$ cat config.mk
export PLATFORM = sky130hd
export DESIGN_NAME = i2s_rate_detect_flat
export DESIGN_NICKNAME = d
export VERILOG_FILES = /design/src/rtl/snos_pkg.sv /design/src/rtl/i2s_rate_detect_if.sv /design/src/rtl/sync_edge.sv /design/src/rtl/i2s_rate_detect.sv /design/src/flat_wrapper.sv
export SDC_FILE = /design/constraint.sdc
export NUM_CORES = 1
export LEC_CHECK = 0
export ABC_CLOCK_PERIOD_IN_PS = 5300
export BUFFER_PORTS_ARGS = -buffer_cell sky130_fd_sc_hd__clkbuf_2
export CORE_MARGIN = 2
export CORE_UTILIZATION = 35
export DETAILED_ROUTE_END_ITERATION = 7
export PLACE_DENSITY = 0.52
export SLEW_MARGIN = 10
export SYNTH_ARGS = -nofsm -noshare
export SYNTH_HDL_FRONTEND = slang
export SYNTH_SLANG_ARGS = --single-unit
$ cat constraint.sdc
create_clock -name clk -period 5.3 [get_ports clk]
set_input_delay 1.06 -clock clk [delete_from_list [all_inputs] [get_ports clk]]
set_output_delay 1.06 -clock clk [all_outputs]
set_load 0.05 [all_outputs]
$ cat src/rtl/snos_pkg.sv
// Rate table, window helpers and shared types for the I2S rate detector.
package snos_pkg;

    typedef enum logic [1:0] {
        FS_1X = 2'd0,
        FS_2X = 2'd1,
        FS_4X = 2'd2,
        FS_8X = 2'd3
    } bitrate_e;

    typedef struct packed {
        logic     fam;
        bitrate_e rate;
    } rate_cls_t;

    localparam int N_FS = 8;

    // Index bit 0 is the family, bits 2:1 the rate multiple.
    localparam int unsigned FS_TAB [N_FS] = '{
        44100, 48000, 88200, 96000,
        176400, 192000, 352800, 384000
    };

    function automatic int unsigned nom_period(
        input int unsigned clk_hz,
        input int unsigned fs
    );
        return (clk_hz + fs / 2) / fs;
    endfunction

    function automatic int unsigned win_lo(
        input int unsigned clk_hz,
        input int unsigned fs
    );
        int unsigned n;
        n = nom_period(clk_hz, fs);
        return n - (n >> 5);
    endfunction

    function automatic int unsigned win_hi(
        input int unsigned clk_hz,
        input int unsigned fs
    );
        int unsigned n;
        n = nom_period(clk_hz, fs);
        return n + (n >> 5);
    endfunction

    function automatic rate_cls_t idx_cls(input logic [2:0] i);
        rate_cls_t c;
        c.fam  = i[0];
        c.rate = bitrate_e'(i[2:1]);
        return c;
    endfunction

    function automatic bit windows_disjoint(input int unsigned clk_hz);
        for (int i = 0; i < N_FS; i++) begin
            for (int j = i + 1; j < N_FS; j++) begin
                if (!(win_hi(clk_hz, FS_TAB[i]) < win_lo(clk_hz, FS_TAB[j]) ||
                      win_hi(clk_hz, FS_TAB[j]) < win_lo(clk_hz, FS_TAB[i])))
                    return 1'b0;
            end
        end
        return 1'b1;
    endfunction

endpackage

$ cat src/rtl/i2s_rate_detect_if.sv
// LRCK input and rate-detect result bundle.
interface i2s_rate_detect_if #(
    parameter int CNT_W = 12
);
    import snos_pkg::*;

    logic             lrck;
    bitrate_e         bitrate;
    logic             fam_48;
    logic             locked;
    logic [CNT_W-1:0] period;
    logic             update;

    modport master (
        output lrck,
        input  bitrate, fam_48, locked, period, update
    );

    modport slave (
        input  lrck,
        output bitrate, fam_48, locked, period, update
    );
endinterface

$ cat src/rtl/sync_edge.sv
// Two-flop synchronizer with a rising-edge pulse on the synchronized level.
module sync_edge (
    input  logic clk,
    input  logic reset,
    input  logic d,
    output logic rise
);
    logic s1_q, s2_q, prev_q;
    logic s1_d, s2_d, prev_d;

    always_comb begin
        s1_d   = d;
        s2_d   = s1_q;
        prev_d = s2_q;
    end

    always_ff @(posedge clk) begin
        if (reset) begin
            s1_q   <= 1'b0;
            s2_q   <= 1'b0;
            prev_q <= 1'b0;
        end else begin
            s1_q   <= s1_d;
            s2_q   <= s2_d;
            prev_q <= prev_d;
        end
    end

    assign rise = s2_q & ~prev_q;
endmodule

$ cat src/rtl/i2s_rate_detect.sv
// Times LRCK periods against clk, classifies the sample rate and locks on agreement.
module i2s_rate_detect
    import snos_pkg::*;
#(
    parameter int unsigned CLK_HZ   = 49_152_000,
    parameter int          CNT_W    = 12,
    parameter int          LOCK_N   = 4,
    parameter int          UNLOCK_N = 2
) (
    input logic               clk,
    input logic               reset,
    i2s_rate_detect_if.slave  bus
);
    localparam int unsigned CNT_MAX = (1 << CNT_W) - 1;
    localparam int HW = $clog2(LOCK_N + 1);
    localparam int MW = $clog2(UNLOCK_N + 1);

    if (!windows_disjoint(CLK_HZ)) begin : g_chk_win
        $error("rate windows overlap");
    end
    if (CNT_MAX * 10 <= 11 * nom_period(CLK_HZ, FS_TAB[0])) begin : g_chk_cnt
        $error("CNT_W too small for 44.1k period");
    end

    typedef enum logic {ACQ, LOCK} state_e;

    logic edge_p;

    sync_edge u_sync (
        .clk   (clk),
        .reset (reset),
        .d     (bus.lrck),
        .rise  (edge_p)
    );

    state_e           state_q, state_d;
    logic [CNT_W-1:0] cnt_q, cnt_d, period_q, period_d;
    logic             armed_q, armed_d, meas_q, meas_d;
    rate_cls_t        cand_q, cand_d;
    logic [HW-1:0]    hit_q, hit_d;
    logic [MW-1:0]    miss_q, miss_d;
    bitrate_e         bitrate_q, bitrate_d;
    logic             fam_q, fam_d, locked_q, locked_d, update_q, update_d;

    logic [31:0] per_ext;
    logic [3:0]  hits;
    logic [2:0]  cls_idx;
    logic        cls_valid;
    rate_cls_t   cls;
    logic        timeout;

    assign per_ext = 32'(period_q);

    always_comb begin
        hits    = '0;
        cls_idx = '0;
        for (int i = 0; i < N_FS; i++) begin
            if (per_ext >= win_lo(CLK_HZ, FS_TAB[i]) &&
                per_ext <= win_hi(CLK_HZ, FS_TAB[i])) begin
                hits    = hits + 4'd1;
                cls_idx = 3'(i);
            end
        end
        cls_valid = (hits == 4'd1);
        cls       = idx_cls(cls_idx);
    end

    always_comb begin
        timeout   = &cnt_q;
        cnt_d     = timeout ? cnt_q : cnt_q + CNT_W'(1);
        armed_d   = timeout ? 1'b0 : armed_q;
        period_d  = period_q;
        meas_d    = 1'b0;
        state_d   = state_q;
        cand_d    = cand_q;
        hit_d     = hit_q;
        miss_d    = miss_q;
        bitrate_d = bitrate_q;
        fam_d     = fam_q;
        locked_d  = locked_q;
        update_d  = 1'b0;
        // A saturated count is never a usable period, so it is not captured.
        if (edge_p) begin
            if (armed_q && !timeout) begin
                period_d = cnt_q;
                meas_d   = 1'b1;
            end
            cnt_d   = CNT_W'(1);
            armed_d = 1'b1;
        end
        if (timeout) begin
            state_d  = ACQ;
            locked_d = 1'b0;
            hit_d    = '0;
        end else if (meas_q) begin
            unique case (state_q)
                ACQ: begin
                    if (!cls_valid) begin
                        hit_d = '0;
                    end else if (cls == cand_q) begin
                        hit_d = hit_q + HW'(1);
                    end else begin
                        cand_d = cls;
                        hit_d  = HW'(1);
                    end
                    if (hit_d == HW'(LOCK_N)) begin
                        state_d   = LOCK;
                        bitrate_d = cand_d.rate;
                        fam_d     = cand_d.fam;
                        locked_d  = 1'b1;
                        update_d  = 1'b1;
                        miss_d    = '0;
                    end
                end
                LOCK: begin
                    if (cls_valid && cls == cand_q) miss_d = '0;
                    else miss_d = miss_q + MW'(1);
                    if (miss_d == MW'(UNLOCK_N)) begin
                        state_d  = ACQ;
                        locked_d = 1'b0;
                        hit_d    = '0;
                    end
                end
                default: ;
            endcase
        end
    end

    always_ff @(posedge clk) begin
        if (reset) begin
            state_q   <= ACQ;
            cnt_q     <= '0;
            armed_q   <= 1'b0;
            period_q  <= '0;
            meas_q    <= 1'b0;
            cand_q    <= '0;
            hit_q     <= '0;
            miss_q    <= '0;
            bitrate_q <= FS_1X;
            fam_q     <= 1'b0;
            locked_q  <= 1'b0;
            update_q  <= 1'b0;
        end else begin
            state_q   <= state_d;
            cnt_q     <= cnt_d;
            armed_q   <= armed_d;
            period_q  <= period_d;
            meas_q    <= meas_d;
            cand_q    <= cand_d;
            hit_q     <= hit_d;
            miss_q    <= miss_d;
            bitrate_q <= bitrate_d;
            fam_q     <= fam_d;
            locked_q  <= locked_d;
            update_q  <= update_d;
        end
    end

    assign bus.bitrate = bitrate_q;
    assign bus.fam_48  = fam_q;
    assign bus.locked  = locked_q;
    assign bus.period  = period_q;
    assign bus.update  = update_q;
endmodule

$ cat src/flat_wrapper.sv
// flat-port wrapper written by rule: the top's interface ports become plain ports
module i2s_rate_detect_flat import snos_pkg::*;
#(
    parameter int unsigned CLK_HZ   = 49_152_000,
    parameter int          CNT_W    = 12,
    parameter int          LOCK_N   = 4,
    parameter int          UNLOCK_N = 2
)
  (clk, reset, bus_lrck, bus_bitrate, bus_fam_48, bus_locked, bus_period, bus_update);
  i2s_rate_detect_if #(.CNT_W(CNT_W)) bus_i ();
  input logic clk;
  input logic reset;
  input wire logic [$bits(bus_i.lrck)-1:0] bus_lrck;
  output wire logic [$bits(bus_i.bitrate)-1:0] bus_bitrate;
  output wire logic [$bits(bus_i.fam_48)-1:0] bus_fam_48;
  output wire logic [$bits(bus_i.locked)-1:0] bus_locked;
  output wire logic [$bits(bus_i.period)-1:0] bus_period;
  output wire logic [$bits(bus_i.update)-1:0] bus_update;
  assign bus_i.lrck = bus_lrck;
  assign bus_bitrate = bus_i.bitrate;
  assign bus_fam_48 = bus_i.fam_48;
  assign bus_locked = bus_i.locked;
  assign bus_period = bus_i.period;
  assign bus_update = bus_i.update;
  i2s_rate_detect #(.CLK_HZ(CLK_HZ), .CNT_W(CNT_W), .LOCK_N(LOCK_N), .UNLOCK_N(UNLOCK_N)) u_core (.clk(clk), .reset(reset), .bus(bus_i));
endmodule
Word-level counts from Yosys, hierarchy flattened:

Index checks and enable logic that the tools add are counted.
W data, S select, Z words.

* word-level logic and storage cells: 120
* memories: 0
* input bits: 3
* register bits: 43
* memory bits (read-only): 0
* bits in latches: 0
* bits in writable memories: 0

* eq/ne operators: 7
* $lt $le $gt $ge: 16
* multiplexer cells: 41
* bitwise logic cells: 6
* reductions and logical operators: 23
* $add $sub $neg: 10
* $mul: 0
* div/mod/pow operators: 0
* shift-type cells: 0

Operator list (number)
* $mux W3: 12
* $mux W4: 7
* $add A4 B1 Y4 const B: 6
* $ge A12 B10 Y1 const B: 2
* $ge A12 B8 Y1 const B: 2
* $ge A12 B9 Y1 const B: 2
* $le A12 B10 Y1 const B: 2
* $le A12 B11 Y1 const B: 2
* $le A12 B8 Y1 const B: 2
* $le A12 B9 Y1 const B: 2
* $mux W2: 7
* $add A12 B1 Y12 const B: 1
* $ge A12 B11 Y1 const B: 1
* $ge A12 B7 Y1 const B: 1
* $reduce_and A12 Y1: 1
* $mux W1: 11
* $logic_and A1 B1 Y1: 10
* $reduce_and A3 Y1: 3
* $pmux W3 S2: 1
* $reduce_or A2 Y1: 3
* $not A1 Y1: 5
* $eq A4 B1 Y1 const B: 1
* $ne A2 B1 Y1 const B: 2
* $pmux W1 S2: 2
* other kinds (14): 15

Logic depth before layout (Yosys ltp):

* depth after elaboration: 26
* mapped depth: 25

Cells and area by module:

Synthesis repeated with hierarchy kept, for this count alone.

* cells, all modules: 338
* area, all modules: 2681.3 um2

By module, submodules not included
* i2s_rate_detect: cells an instance 331, sequential area each 800.8 um2, area an instance 2593.7 um2, instances 1
* sync_edge: cells an instance 7, sequential area each 60.1 um2, area an instance 87.6 um2, instances 1

Least setup slack after synthesis:

Ideal clock, no wire load.

* path type: register to register
* from: register u_core.period_q[10], in the netlist u_core.bus.period[10]
* to: register u_core.miss_q[1]
* setup slack: -0.668 ns
* arrival time: 5.835 ns
* period minus slack after synthesis: 5.968 ns
* data required time: 5.168 ns
* cell stages (with the launch flop): 23
* path through: dfxtp_1 or4b_2 or4_1 inv_1 ha_1 inv_1 xnor2_1 ha_1 mux2_2 ha_1 a22oi_1 nand2_1 ha_1 mux2_2 ha_1 nor3_1 nor2_1 ha_1 nor4b_4 o21ai_2 buf_6 a221oi_1 o32ai_1

* cells in the longest elaborated chain, start to end: 25

Ends and longest elaborated chain
* from (decl): RTL line i2s_rate_detect.sv:37 `logic [CNT_W-1:0] cnt_q, cnt_d, period_q, period_d;`
* from (signal assigned): RTL line i2s_rate_detect.sv:147 `period_q <= period_d;`
* $ge A12 B11 Y1 / $le A12 B11 Y1 (equally long branches): RTL line i2s_rate_detect.sv:58, i2s_rate_detect.sv:59
* $logic_and A1 B1 Y1: RTL line i2s_rate_detect.sv:58 `if (per_ext >= win_lo(CLK_HZ, FS_TAB[i]) &&`
* $mux W1: RTL line i2s_rate_detect.sv:58
* $add A1 B1 Y2: RTL line i2s_rate_detect.sv:60 `hits = hits + 4'd1;`
* $mux W4: RTL line i2s_rate_detect.sv:58
* $add A4 B1 Y4: RTL line i2s_rate_detect.sv:60
* $mux W4: RTL line i2s_rate_detect.sv:58
* $add A4 B1 Y4: RTL line i2s_rate_detect.sv:60
* [9 not listed]
* $eq A4 B1 Y1: RTL line i2s_rate_detect.sv:64 `cls_valid = (hits == 4'd1);`
* $mux W3: RTL line i2s_rate_detect.sv:98 `if (!cls_valid) begin`
* $mux W3: RTL line i2s_rate_detect.sv:96 `unique case (state_q)`
* $mux W3: RTL line i2s_rate_detect.sv:95 `end else if (meas_q) begin`
* $mux W3: RTL line i2s_rate_detect.sv:91 `if (timeout) begin`
* $eq A3 B3 Y1: RTL line i2s_rate_detect.sv:106 `if (hit_d == HW'(LOCK_N)) begin`
* $ne A2 B1 Y1 (no line)
* $reduce_and A3 Y1 (no line)
* to (signal assigned): RTL line i2s_rate_detect.sv:151 `miss_q <= miss_d;`
* to (decl): RTL line i2s_rate_detect.sv:41 `logic [MW-1:0] miss_q, miss_d;`

Several ways; a longest one is shown, not always the timed one. The select of a mux whose other input is x is not followed.
A chain may end at the register's enable or synchronous reset.

Worst setup path after layout:

* from: register u_core.period_q[9], in the netlist u_core.bus.period[9]
* to: register u_core.hit_q[1]

* cells in the longest elaborated chain, start to end: 26

Ends and longest elaborated chain
* $ge A12 B11 Y1 / $le A12 B11 Y1 (equally long branches): RTL line i2s_rate_detect.sv:58, i2s_rate_detect.sv:59
* $logic_and A1 B1 Y1: RTL line i2s_rate_detect.sv:58
* $mux W1: RTL line i2s_rate_detect.sv:58
* $add A1 B1 Y2: RTL line i2s_rate_detect.sv:60
* $mux W4: RTL line i2s_rate_detect.sv:58
* $add A4 B1 Y4: RTL line i2s_rate_detect.sv:60
* $mux W4: RTL line i2s_rate_detect.sv:58
* $add A4 B1 Y4: RTL line i2s_rate_detect.sv:60
* [10 not listed]
* $logic_and A1 B1 Y1: RTL line i2s_rate_detect.sv:116 `if (cls_valid && cls == cand_q) miss_d = '0;`
* $mux W2: RTL line i2s_rate_detect.sv:116
* $mux W2: RTL line i2s_rate_detect.sv:96
* $mux W2: RTL line i2s_rate_detect.sv:95
* $mux W2: RTL line i2s_rate_detect.sv:91
* $eq A2 B2 Y1: RTL line i2s_rate_detect.sv:118 `if (miss_d == MW'(UNLOCK_N)) begin`
* $ne A2 B2 Y1 (no line)
* $reduce_and A2 Y1 (no line)
* to (signal assigned): RTL line i2s_rate_detect.sv:150 `hit_q <= hit_d;`
* to (decl): RTL line i2s_rate_detect.sv:40 `logic [HW-1:0] hit_q, hit_d;`

Several ways; a longest one is shown, not always the timed one. The select of a mux whose other input is x is not followed.

==> run_results.csv <==
group,metric,value,unit
cells_and_area,antenna_cells,0,
sta,drv_slew,0,
worst_hold_path,hp-class,"reg2reg",
power_and_ir_drop,p_int,0.435,mW
floorplan,dieArea,8290,µm²
yosys,syn_area,2650,µm²
yosys,ys_async_sr_fraction,0,%
yosys,ys_seq_elements,43,
critical_path,cpMaxStageDelayCell,"or4b_4",
cts,ctsHoldBuffers,0,
route,drtIter0Drc,71,
critical_path,required,5550,ps
route,firstDrtPassIters,4,
yosys,avgSynthCellArea,8.56,µm²
global_routing,grt_pass1_wl,10500,µm
yosys,yosysMostFrequentCell,"dfxtp_1",
power_and_ir_drop,p_comb_share,2.6,%
floorplan,die_h,91.1,µm
critical_path,crit_type,"reg2reg",
critical_path,cp-startpoint,"u_core.bus.period[9]$_SDFFE_PP0P_",
critical_path,worstPathMaxFanout,5,
place,dp_hpwl,4500,µm
cells_and_area,stdcell_count,436,
sta,worst_pin_slew,1040,ps
critical_path,crit_path_end_kind,"flip-flop",
yosys,synth.net_count,322,
cells_and_area,drive_gt1_share,26.1,%
floorplan,initial_core_util,36.4,%
cells_and_area,syn2layout_area_growth,18.7,%
place,numPortBuffers,19,
route,wirelength,6250,µm
run,cap_violations,0,
global_routing,gr-total-overflow,0,
global_routing,grt_pass1_vias,2184,
cells_and_area,layout.nets,349,
sta,layout_setup_ws,193,ps
global_routing,antenna_found_initial,0,
sta,finClkSkew,8.88,ps
cts,cts_sinks,43,
yosys,synth_area_leaders,"dfxtp_1 (32%), mux2i_1 (6.4%), nor2_1 (5.9%)",
power_and_ir_drop,switching_power,0.130,mW
floorplan,num_io_pins,20,
power_and_ir_drop,power_density,179,nW/µm²
place,place_ws,42.7,ps
critical_path,critical_path_arrival,5360,ps
cts,numCtsBuffers,5,
power_and_ir_drop,ir_drop,0.0964,mV
yosys,synth_flop_cell,"dfxtp_1",
floorplan,rows,31,
yosys,yosys_warnings,0,
yosys,synth_top_area_share,32.5,%
sta,finalHoldViolations,0,
cells_and_area,fill_cells,777,
cts,cts_tree,"yes",
cts,h-tree-depth,2,
sta,setup_violations,0,
power_and_ir_drop,sequentialPowerShare,58.1,%
sta,finalCritPeriodShare,96.4,%
yosys,yosysTopAreaCell,"dfxtp_1",
global_routing,grt_usage,15.0,%
sta,min_period,5110,ps
route,wl_per_cell,14.3,µm
sta,setup_tns,0,ps
power_and_ir_drop,swShare,23.0,%
yosys,synth-seq-area-share,32.5,%
yosys,synth-edff-count,0,
critical_path,cpPeakStageDelay,510,ps
critical_path,start_kind,"flip-flop",
cts,clk_latency,300,ps
route,route.vias.total,2337,
floorplan,die_w,91.1,µm
cts,cts_buffer_depth,2,
place,routabilityCongestion,0.780,
route,postRouteAntennaNets,0,
cts,clk_pin_slew,90,ps
route,via_per_inst,5.36,
cts,ctsRootBufferMaster,"clkbuf_8",
status,outcome,"completed",
yosys,yosysUniqueCellTypes,60,
yosys,syn_inst,310,
power_and_ir_drop,p_clk_share,39.3,%
sta,slew_headroom,30.3,%
critical_path,r2r_start,"u_core.bus.period[9]$_SDFFE_PP0P_",
critical_path,path_cells,"or4b_4 > or4_4 > inv_2 > ha_4 > inv_4 > xnor2_2 > ha_1 > mux2_4 > ha_4 > a22oi_2 > nand2_1 > ha_1 > mux2_4 > ha_4 > nor3_4 > nor2_1 > ha_1 > nor4b_4 > buf_6 > o21ai_4 > buf_4 > a21oi_1 > o21a_1",
global_routing,grt_start_max_net_pins,32,
place,place_inst,423,
yosys,synthTopCellsByCount,"dfxtp_1 (43), nor2_1 (42), nand2_1 (19)",
route,drc,0,
floorplan,core-area,7290,µm²
power_and_ir_drop,p_leak,1.31,nW
sta,fmax,196,MHz
cells_and_area,post-route-util,43.2,%
worst_hold_path,min_from,"u_core.u_sync.s1_q$_SDFF_PP0_",
## area by class of cell
type / count / area, µm² / share of cell area [%]
inverters: 11 / 43.8 / 1.39
multi-input cells: 239 / 1780 / 56.4
well taps: 99 / 124 / 3.93
clock buffers: 6 / 82.6 / 2.62
repair buffers: 37 / 234 / 7.43
flip-flops and latches: 43 / 878 / 27.9
clock inverters: 1 / 8.76 / 0.278
## worst paths after layout
check / endpoint / slack [ps] / cells after the start
max reg2reg: u_core.hit_q[1]$_SDFFE_PP0P_ / 190 / 23
min reg2reg: u_core.u_sync.prev_d$_SDFF_PP0_ / 450 / 1
min: u_core.u_sync.prev_d$_SDFF_PP0_ / 450 / 1
max: u_core.hit_q[1]$_SDFFE_PP0P_ / 190 / 23
## through the flow
stage,cell area (µm²),hold slack (ps),power [mW]
2_1_floorplan,2730,414,0.347
3_3_place_gp,2930,422,0.351
3_5_place_dp,2930,439,0.351
4_1_cts,3020,456,0.572
5_1_grt,3150,479,0.588
6_report,3150,453,0.565
## cell usage in the layout, fill, tap and decap left out, drive strengths merged, types with 10 or more instances in the layout
master,netlist,final
buf,11,18
a21oi,14,14
o21ai,11,12
nor3,11,11
mux2i,17,17
clkbuf,7,25
dfxtp,43,43
nor2,42,42
nand2,19,19
inv,11,12
nand4,10,10
## state kept, by name, indices dropped and copies added (netlist names), 2 cells and up
signal,count
u_core.cnt_q,12
u_core.bus.bitrate,2
u_core.miss_q,2
u_core.bus.period,12
u_core.cand_q,3
u_core.hit_q,3
## logic make-up (layout without fill, tap and decap cells)
group	count (synthesis)	in the layout	synth area share (%)
buffers and inverters	29	55	5.90
xor gates and xnor gates	15	15	4.95
DFF	43	43	32.5
AOI/OAI and AO/OA	63	64	16.9
adders and majority gates	9	9	4.25
muxes	20	20	7.69
and+or+nand+nor	131	131	27.8
## critical path, delay by kind of cell, from the launching register on
kind / cells / cell delay, ps
xor+xnor: 1 / 70
mux: 2 / 570
simple gates: 6 / 1500
compound gates: 4 / 460
flops: 1 / 340
fa+ha+maj: 6 / 1570
buf+inv: 4 / 520
## power by group through the flow
stage	clock, mW	combinational (mW)	sequential, mW
after global routing	0.242	0.0174	0.329
after detailed placement	0	0.0151	0.336
after floorplan	0	0.0114	0.335
final	0.222	0.0147	0.328
after global placement	0	0.0150	0.336
after CTS	0.229	0.0151	0.328
## layer usage
| metal | global-route usage (%) | share of wire [%] |
|---|---|---|
| met1 | 20.2 | 49 |
| met2 | 23.5 | 45 |
| met3 | 3.90 | 3.9 |
| met4 | 4.55 | 2.5 |
| met5 | 0 | 0 |
## repair_timing
item / CTS / global route
resized for setup: 0 / 14
setup endpoints to repair: 0 / 14
buffers inserted: 0 / 5
(Power assumes the default switching activity.)
